==> src/rtl/dpwm_pkg.sv <==
// -----------------------------------------------------------------------------
// dpwm_pkg
// Shared definitions for the pushbutton front end of the PWM controller.
//   - canal_estado_t : per-channel debounce state machine encoding
//   - *_DEF          : board-level timing defaults (100 MHz clock)
//   - ancho_contador : counter width needed to hold a given maximum count
// Keeping the timing defaults here lets the board build and any reduced
// simulation build pick their values from a single place.
// -----------------------------------------------------------------------------
package dpwm_pkg;

    typedef enum logic [1:0] {
        IDLE      = 2'd0,
        DEB_PRESS = 2'd1,
        HELD      = 2'd2,
        DEB_REL   = 2'd3
    } canal_estado_t;

    // 5 ms debounce, 500 ms first repeat, 100 ms repeat period at 100 MHz
    localparam int unsigned DEB_CYCLES_DEF = 500000;
    localparam int unsigned REP_DELAY_DEF  = 50000000;
    localparam int unsigned REP_PERIOD_DEF = 10000000;

    // One spare bit above $clog2 so the maximum value itself always fits
    function automatic int unsigned ancho_contador(input int unsigned max_cuenta);
        return $clog2(max_cuenta) + 1;
    endfunction

endpackage

==> src/rtl/canal_boton.sv <==
// -----------------------------------------------------------------------------
// canal_boton
// One conditioned pushbutton channel: two-flop synchroniser, debounce FSM
// and, when REPEAT_EN is set, an auto-repeat generator while the button is
// held. Produces a registered single-cycle press pulse.
// Ports:
//   clk    : system clock
//   reset  : asynchronous active-low reset
//   boton  : raw asynchronous button level, active high
//   pulso  : one-cycle pulse per accepted press / auto-repeat step
// -----------------------------------------------------------------------------
module canal_boton
    import dpwm_pkg::*;
#(
    parameter int unsigned DEB_CYCLES = DEB_CYCLES_DEF,
    parameter int unsigned REP_DELAY  = REP_DELAY_DEF,
    parameter int unsigned REP_PERIOD = REP_PERIOD_DEF,
    parameter bit          REPEAT_EN  = 1'b1
) (
    input  logic clk,
    input  logic reset,
    input  logic boton,
    output logic pulso
);

    localparam int unsigned DEB_W   = ancho_contador(DEB_CYCLES);
    localparam int unsigned REP_MAX = REP_DELAY + REP_PERIOD;
    localparam int unsigned REP_W   = ancho_contador(REP_MAX);

    localparam logic [DEB_W-1:0] DEB_UNO = DEB_W'(1);
    localparam logic [DEB_W-1:0] DEB_FIN = DEB_W'(DEB_CYCLES);
    localparam logic [REP_W-1:0] REP_UNO = REP_W'(1);
    localparam logic [REP_W-1:0] REP_INI = REP_W'(REP_DELAY);
    localparam logic [REP_W-1:0] REP_FIN = REP_W'(REP_MAX);

    logic                sync_a;
    logic                sync_s;
    canal_estado_t       estado;
    logic [DEB_W-1:0]    cuenta_deb;
    logic [REP_W-1:0]    cuenta_rep;
    logic [REP_W-1:0]    rep_sig;

    // Two-flop synchroniser; the FSM only ever looks at sync_s
    always_ff @(posedge clk or negedge reset) begin
        if (!reset) begin
            sync_a <= 1'b0;
            sync_s <= 1'b0;
        end else begin
            sync_a <= boton;
            sync_s <= sync_a;
        end
    end

    always_comb rep_sig = cuenta_rep + REP_UNO;

    // Debounce / hold FSM with registered pulse output.
    // The repeat counter runs from 0 up to REP_DELAY+REP_PERIOD and then
    // folds back to REP_DELAY, so it never needs more range than that window;
    // a pulse fires at both REP_DELAY and the fold point.
    // A short release glitch (DEB_REL back to HELD) leaves the repeat counter
    // untouched so the repeat schedule simply resumes.
    always_ff @(posedge clk or negedge reset) begin
        if (!reset) begin
            estado     <= IDLE;
            cuenta_deb <= '0;
            cuenta_rep <= '0;
            pulso      <= 1'b0;
        end else begin
            pulso <= 1'b0;
            case (estado)
                IDLE: begin
                    if (sync_s) begin
                        estado     <= DEB_PRESS;
                        cuenta_deb <= DEB_UNO;
                    end
                end
                DEB_PRESS: begin
                    if (!sync_s) begin
                        estado <= IDLE;
                    end else if (cuenta_deb == DEB_FIN) begin
                        estado     <= HELD;
                        cuenta_rep <= '0;
                        pulso      <= 1'b1;
                    end else begin
                        cuenta_deb <= cuenta_deb + DEB_UNO;
                    end
                end
                HELD: begin
                    if (!sync_s) begin
                        estado     <= DEB_REL;
                        cuenta_deb <= DEB_UNO;
                    end else if (REPEAT_EN) begin
                        if ((rep_sig == REP_INI) || (rep_sig == REP_FIN)) begin
                            pulso <= 1'b1;
                        end
                        cuenta_rep <= (rep_sig == REP_FIN) ? REP_INI : rep_sig;
                    end
                end
                DEB_REL: begin
                    if (sync_s) begin
                        estado <= HELD;
                    end else if (cuenta_deb == DEB_FIN) begin
                        estado     <= IDLE;
                        cuenta_rep <= '0;
                    end else begin
                        cuenta_deb <= cuenta_deb + DEB_UNO;
                    end
                end
                default: begin
                    estado <= IDLE;
                end
            endcase
        end
    end

endmodule

==> src/rtl/acondicionador_botones.sv <==
// -----------------------------------------------------------------------------
// acondicionador_botones
// Front end for the three raw pushbuttons of the PWM controller. Each button
// is conditioned by a canal_boton instance; increase/decrease auto-repeat,
// option select does not. Increase and decrease pulses that land on the same
// cycle cancel each other.
// Ports:
//   clk        : system clock (100 MHz)
//   reset      : asynchronous active-low reset
//   aumentar   : raw increase button, active high
//   disminuir  : raw decrease button, active high
//   seleccion  : raw option button, active high
//   au         : one-cycle increase pulse
//   dis        : one-cycle decrease pulse
//   sel        : one-cycle option pulse
// -----------------------------------------------------------------------------
module acondicionador_botones
    import dpwm_pkg::*;
#(
    parameter int unsigned DEB_CYCLES = DEB_CYCLES_DEF,
    parameter int unsigned REP_DELAY  = REP_DELAY_DEF,
    parameter int unsigned REP_PERIOD = REP_PERIOD_DEF
) (
    input  logic clk,
    input  logic reset,
    input  logic aumentar,
    input  logic disminuir,
    input  logic seleccion,
    output logic au,
    output logic dis,
    output logic sel
);

    logic raw_au;
    logic raw_dis;
    logic raw_sel;

    canal_boton #(
        .DEB_CYCLES (DEB_CYCLES),
        .REP_DELAY  (REP_DELAY),
        .REP_PERIOD (REP_PERIOD),
        .REPEAT_EN  (1'b1)
    ) u_canal_au (
        .clk   (clk),
        .reset (reset),
        .boton (aumentar),
        .pulso (raw_au)
    );

    canal_boton #(
        .DEB_CYCLES (DEB_CYCLES),
        .REP_DELAY  (REP_DELAY),
        .REP_PERIOD (REP_PERIOD),
        .REPEAT_EN  (1'b1)
    ) u_canal_dis (
        .clk   (clk),
        .reset (reset),
        .boton (disminuir),
        .pulso (raw_dis)
    );

    canal_boton #(
        .DEB_CYCLES (DEB_CYCLES),
        .REP_DELAY  (REP_DELAY),
        .REP_PERIOD (REP_PERIOD),
        .REPEAT_EN  (1'b0)
    ) u_canal_sel (
        .clk   (clk),
        .reset (reset),
        .boton (seleccion),
        .pulso (raw_sel)
    );

    // Output registers; coincident increase/decrease requests are ambiguous,
    // so both are dropped rather than letting one win
    always_ff @(posedge clk or negedge reset) begin
        if (!reset) begin
            au  <= 1'b0;
            dis <= 1'b0;
            sel <= 1'b0;
        end else begin
            au  <= raw_au & ~raw_dis;
            dis <= raw_dis & ~raw_au;
            sel <= raw_sel;
        end
    end

endmodule

==> config.mk <==
export PLATFORM = sky130hd
export DESIGN_NAME = acondicionador_botones
export DESIGN_NICKNAME = d
export VERILOG_FILES = /design/src/rtl/dpwm_pkg.sv /design/src/rtl/canal_boton.sv /design/src/rtl/acondicionador_botones.sv
export SDC_FILE = /design/constraint.sdc
export NUM_CORES = 1
export LEC_CHECK = 0
export ABC_CLOCK_PERIOD_IN_PS = 2550
export CAP_MARGIN = 20
export CORE_MARGIN = 2
export CORE_UTILIZATION = 50
export CTS_BUF_LIST = sky130_fd_sc_hd__clkbuf_4 sky130_fd_sc_hd__clkbuf_8
export DETAILED_ROUTE_END_ITERATION = 12
export GPL_ROUTABILITY_DRIVEN = 0
export PLACE_DENSITY = 0.74
export SLEW_MARGIN = 0
export SYNTH_ARGS = -nofsm -noshare
export SYNTH_HDL_FRONTEND = slang
export SYNTH_SLANG_ARGS = --single-unit
==> constraint.sdc <==
create_clock -name clk -period 2.55 [get_ports clk]
set_input_delay 0.6375 -clock clk [delete_from_list [all_inputs] [get_ports clk]]
set_output_delay 0.6375 -clock clk [all_outputs]
set_load 0.02 [all_outputs]
==> results.txt <==
failing checks: setup timing
pin count of the biggest net entering global routing: 72
Clock Skews: 0.0135 ns
Max-Cap Viols: 0
Top FF cell, synth: dfrtp_1
crit-path max cell delay: 0.59 ns
worst-margin pin slew: 0.611 ns
Area Overhead vs Synth: 18.7%
FMAX: 391 MHz
Pleak: 4.01 nW
RSZ-0062 raised after global routing: yes
critical path peak fanout: 4
Seq cells post-synth: 132
count of port buffers added during placement: 7
Clk pwr share: 34.5%
DPL Wire Length: 12900 um
Mapped Cells: 947
Slowest-stage cell, CP: or4_4
Antenna diodes: 0
FF-to-FF setup slack: -0.005 ns
CTS root buf: clkbuf_8
critical path arrival: 2.88 ns
TritonCTS clock tree: built
post-route ant nets: 0
CTS buffer count: 17
vias in the first global route: 6672
Vias/cell: 5.82
Sequential Power Share: 41.3%
layout cell share with drive strength beyond 1: 18.0%
Initial Utilization: 51.0%
crit path time final: 2.56 ns
power per cell area: 603 nW/um^2
post-route setup slack: -0.00546 ns
die width: 131 um
asr flop ratio synth: 100%
# nets final: 1035
CP Class: reg -> reg
synthesized cell area: 8100 um^2
First-pass DRT Iterations: 5
status: complete, but fails checks
via count: 7239
pre-CTS setup slack: -0.0970 ns
Post-CTS Hold Buffers: 0
internal power: 3.84 mW
Iteration-0 DRC Markers: 576
H-tree levels: 4
Synthesized Nets: 968
Max VDD drop: 0.000492 V
power share of the combinational group: 24.2%
GRT Util Overall: 22.0%
Worst Setup End Kind: flip-flop
die extent in y: 131 um
WP data required: 2.88 ns
row count: 46
yosys warns: 0
initial antenna violation count: 0
die area: 17200 um^2
post-detailed-route DRC marker count: 0
GRT overflow: 0
Post-Route WL: 19000 um
Top-Level Pins: 8
setup TNS: -0.00546 ns
Rel. slew slack: 59.2%
Sink Count: 132
post-synthesis sequential area ratio: 40.8%
Avg WL per Cell: 15.3 um
Slew Limit Fails: 0
# setup viols final: 1
critical-path cell list: ha_4, nand3_4, nor4_4, mux2i_1, or3b_4, or4_4, o2111ai_2, o211ai_1
Net Switching: 1.96 mW
CTS clk-pin slew, worst paths: 0.09 ns
Fin. Hold Viols: 0
core area: 15900 um^2
Worst Hold Class: in -> async
Mapped Avg Cell Area: 8.56 um^2
period utilization: 100%
CTS Buffer Depth: 2
first-pass GRT wire length: 31600 um
post-synth cell types: 66
Worst setup SP type: flip-flop
Sw Ratio: 33.9%
Worst-Skew Late Latency: 0.45 ns
Post-synth EDFFs: 0
[cells in the mapped netlist, drive strengths merged, types with 12 or more instances]
master  number  share of area [%]
dfrtp      132                 41
nand2       92                4.3
buf         15                1.0
nor3        34                2.1
ha          16                2.5
and3        19                1.5
nand3       54                3.4
xor2        38                4.1
a21oi       36                2.2
and4        12                1.3
inv         34                1.6
or3         19                1.5
xnor2       37                4.0
nor2        97                4.5
clkbuf      42                2.0
o21ai       65                4.0
nor4        17                1.6
nand4       42                3.3
[worst max-delay path, delay by kind of cell, from the launching register on]
family                   cells  cell delay, ns
flip-flops                   1            0.43
AND/OR/NAND/NOR              4            1.35
adder cells (fa/ha/maj)      1            0.19
multiplexers                 1            0.16
AO/OA/AOI/OAI                2            0.30
[repair_timing]
action	CTS	global route
resized for setup	3	37
gates cloned	0	0
pin swaps	2	12
buffers inserted	3	15
setup endpoints to repair	13	33
[cell families (layout without fill, tap and decap cells)]
family          count (synthesis)  after routing  synth area share [%]
simple gates                  442            442                  28.6
compound gates                184            184                  14.5
flops                         132            132                  40.8
buf+inv                        91            171                  4.60
xor+xnor                       75             75                  8.11
fa+ha+maj                      16             16                  2.47
mux                             7              7                 0.880
[per-stage QoR]
step | power (mW) | hold slack [ns] | instances | area (um^2) | util [%]
global route | 6.17 | 0.164 | 1243 | 9620 | 60.6
floorplan | 3.36 | 0.331 | 947 | 8180 | -
finish | 5.80 | 0.167 | 1243 | 9620 | 60.6
CTS | 5.83 | 0.168 | 1228 | 9380 | 59.0
detailed placement | 3.81 | 0.336 | 1193 | 8900 | 56.1
global placement | 3.78 | 0.333 | 1193 | 8900 | 56.1
[flip-flops by register name, summed over array words and instances (netlist names), 20 cells and up, named ones only]
name                    count
u_canal_au.cuenta_deb      20
u_canal_sel.cuenta_deb     20
u_canal_dis.cuenta_deb     20
u_canal_dis.cuenta_rep     27
u_canal_au.cuenta_rep      27
[per-layer routing]
layer  up-vias  part of all wire [%]  wire, um  global-route usage [%]
met1      3497                    46      8660                    29.3
li1       3544                     -         -                       -
met4         0                  0.86       164                    6.58
met2       177                    49      9370                    36.2
met3        21                   4.4       837                    4.82
met5         -                     0         0                       0
[path summary, 6_finish.rpt]
kind,start,endpoint,depth (start not counted)
max in group asynchronous,reset,u_canal_au.cuenta_rep[8],2
worst max register to register,u_canal_au.cuenta_rep[0],u_canal_au.cuenta_rep[24],8
min in group clk,u_canal_sel.sync_a,u_canal_sel.sync_s,0
worst max-delay path,u_canal_au.cuenta_rep[0],u_canal_au.cuenta_rep[24],8
worst min-delay path,reset,u_canal_dis.cuenta_rep[10],2
worst min register to register,u_canal_sel.sync_a,u_canal_sel.sync_s,0
[power by group through the flow]
stage | Combinational (mW) | Clock (mW) | Sequential, mW
3_5_place_dp | 1.38 | 0 | 2.43
5_1_grt | 1.60 | 2.15 | 2.42
3_3_place_gp | 1.36 | 0 | 2.42
6_report | 1.40 | 2.00 | 2.40
4_1_cts | 1.40 | 2.04 | 2.39
2_1_floorplan | 0.963 | 0 | 2.40
[cells in the final DEF (no fill, tap or decap), types with 7 or more instances in the layout]
master and instances:
nand3_1 50, xnor2_1 36, nand2_1 92, and4_1 11, clkbuf_8 17, dfrtp_2 7, a31oi_1 8, nand2b_1 8
o31ai_1 10, xor2_1 38, or3_1 18, o211ai_1 9, nor2_1 97, inv_1 34, ha_1 14, and3_1 18
and2_1 9, buf_4 96, nor4_1 9, o21ai_0 59, a21oi_1 36, dfrtp_1 125, a211oi_1 8, nor3_1 29
nand4_1 41
[area by class of cell]
class | count | area, um^2
repair buffers | 105 | 832
flip-flops and latches | 132 | 3310
fillers | 1349 | 6260
inverters | 34 | 128
well taps | 216 | 270
multi-input cells | 724 | 4640
clock inverters | 14 | 198
clock buffers | 18 | 241
(Power assumes the default switching activity.)
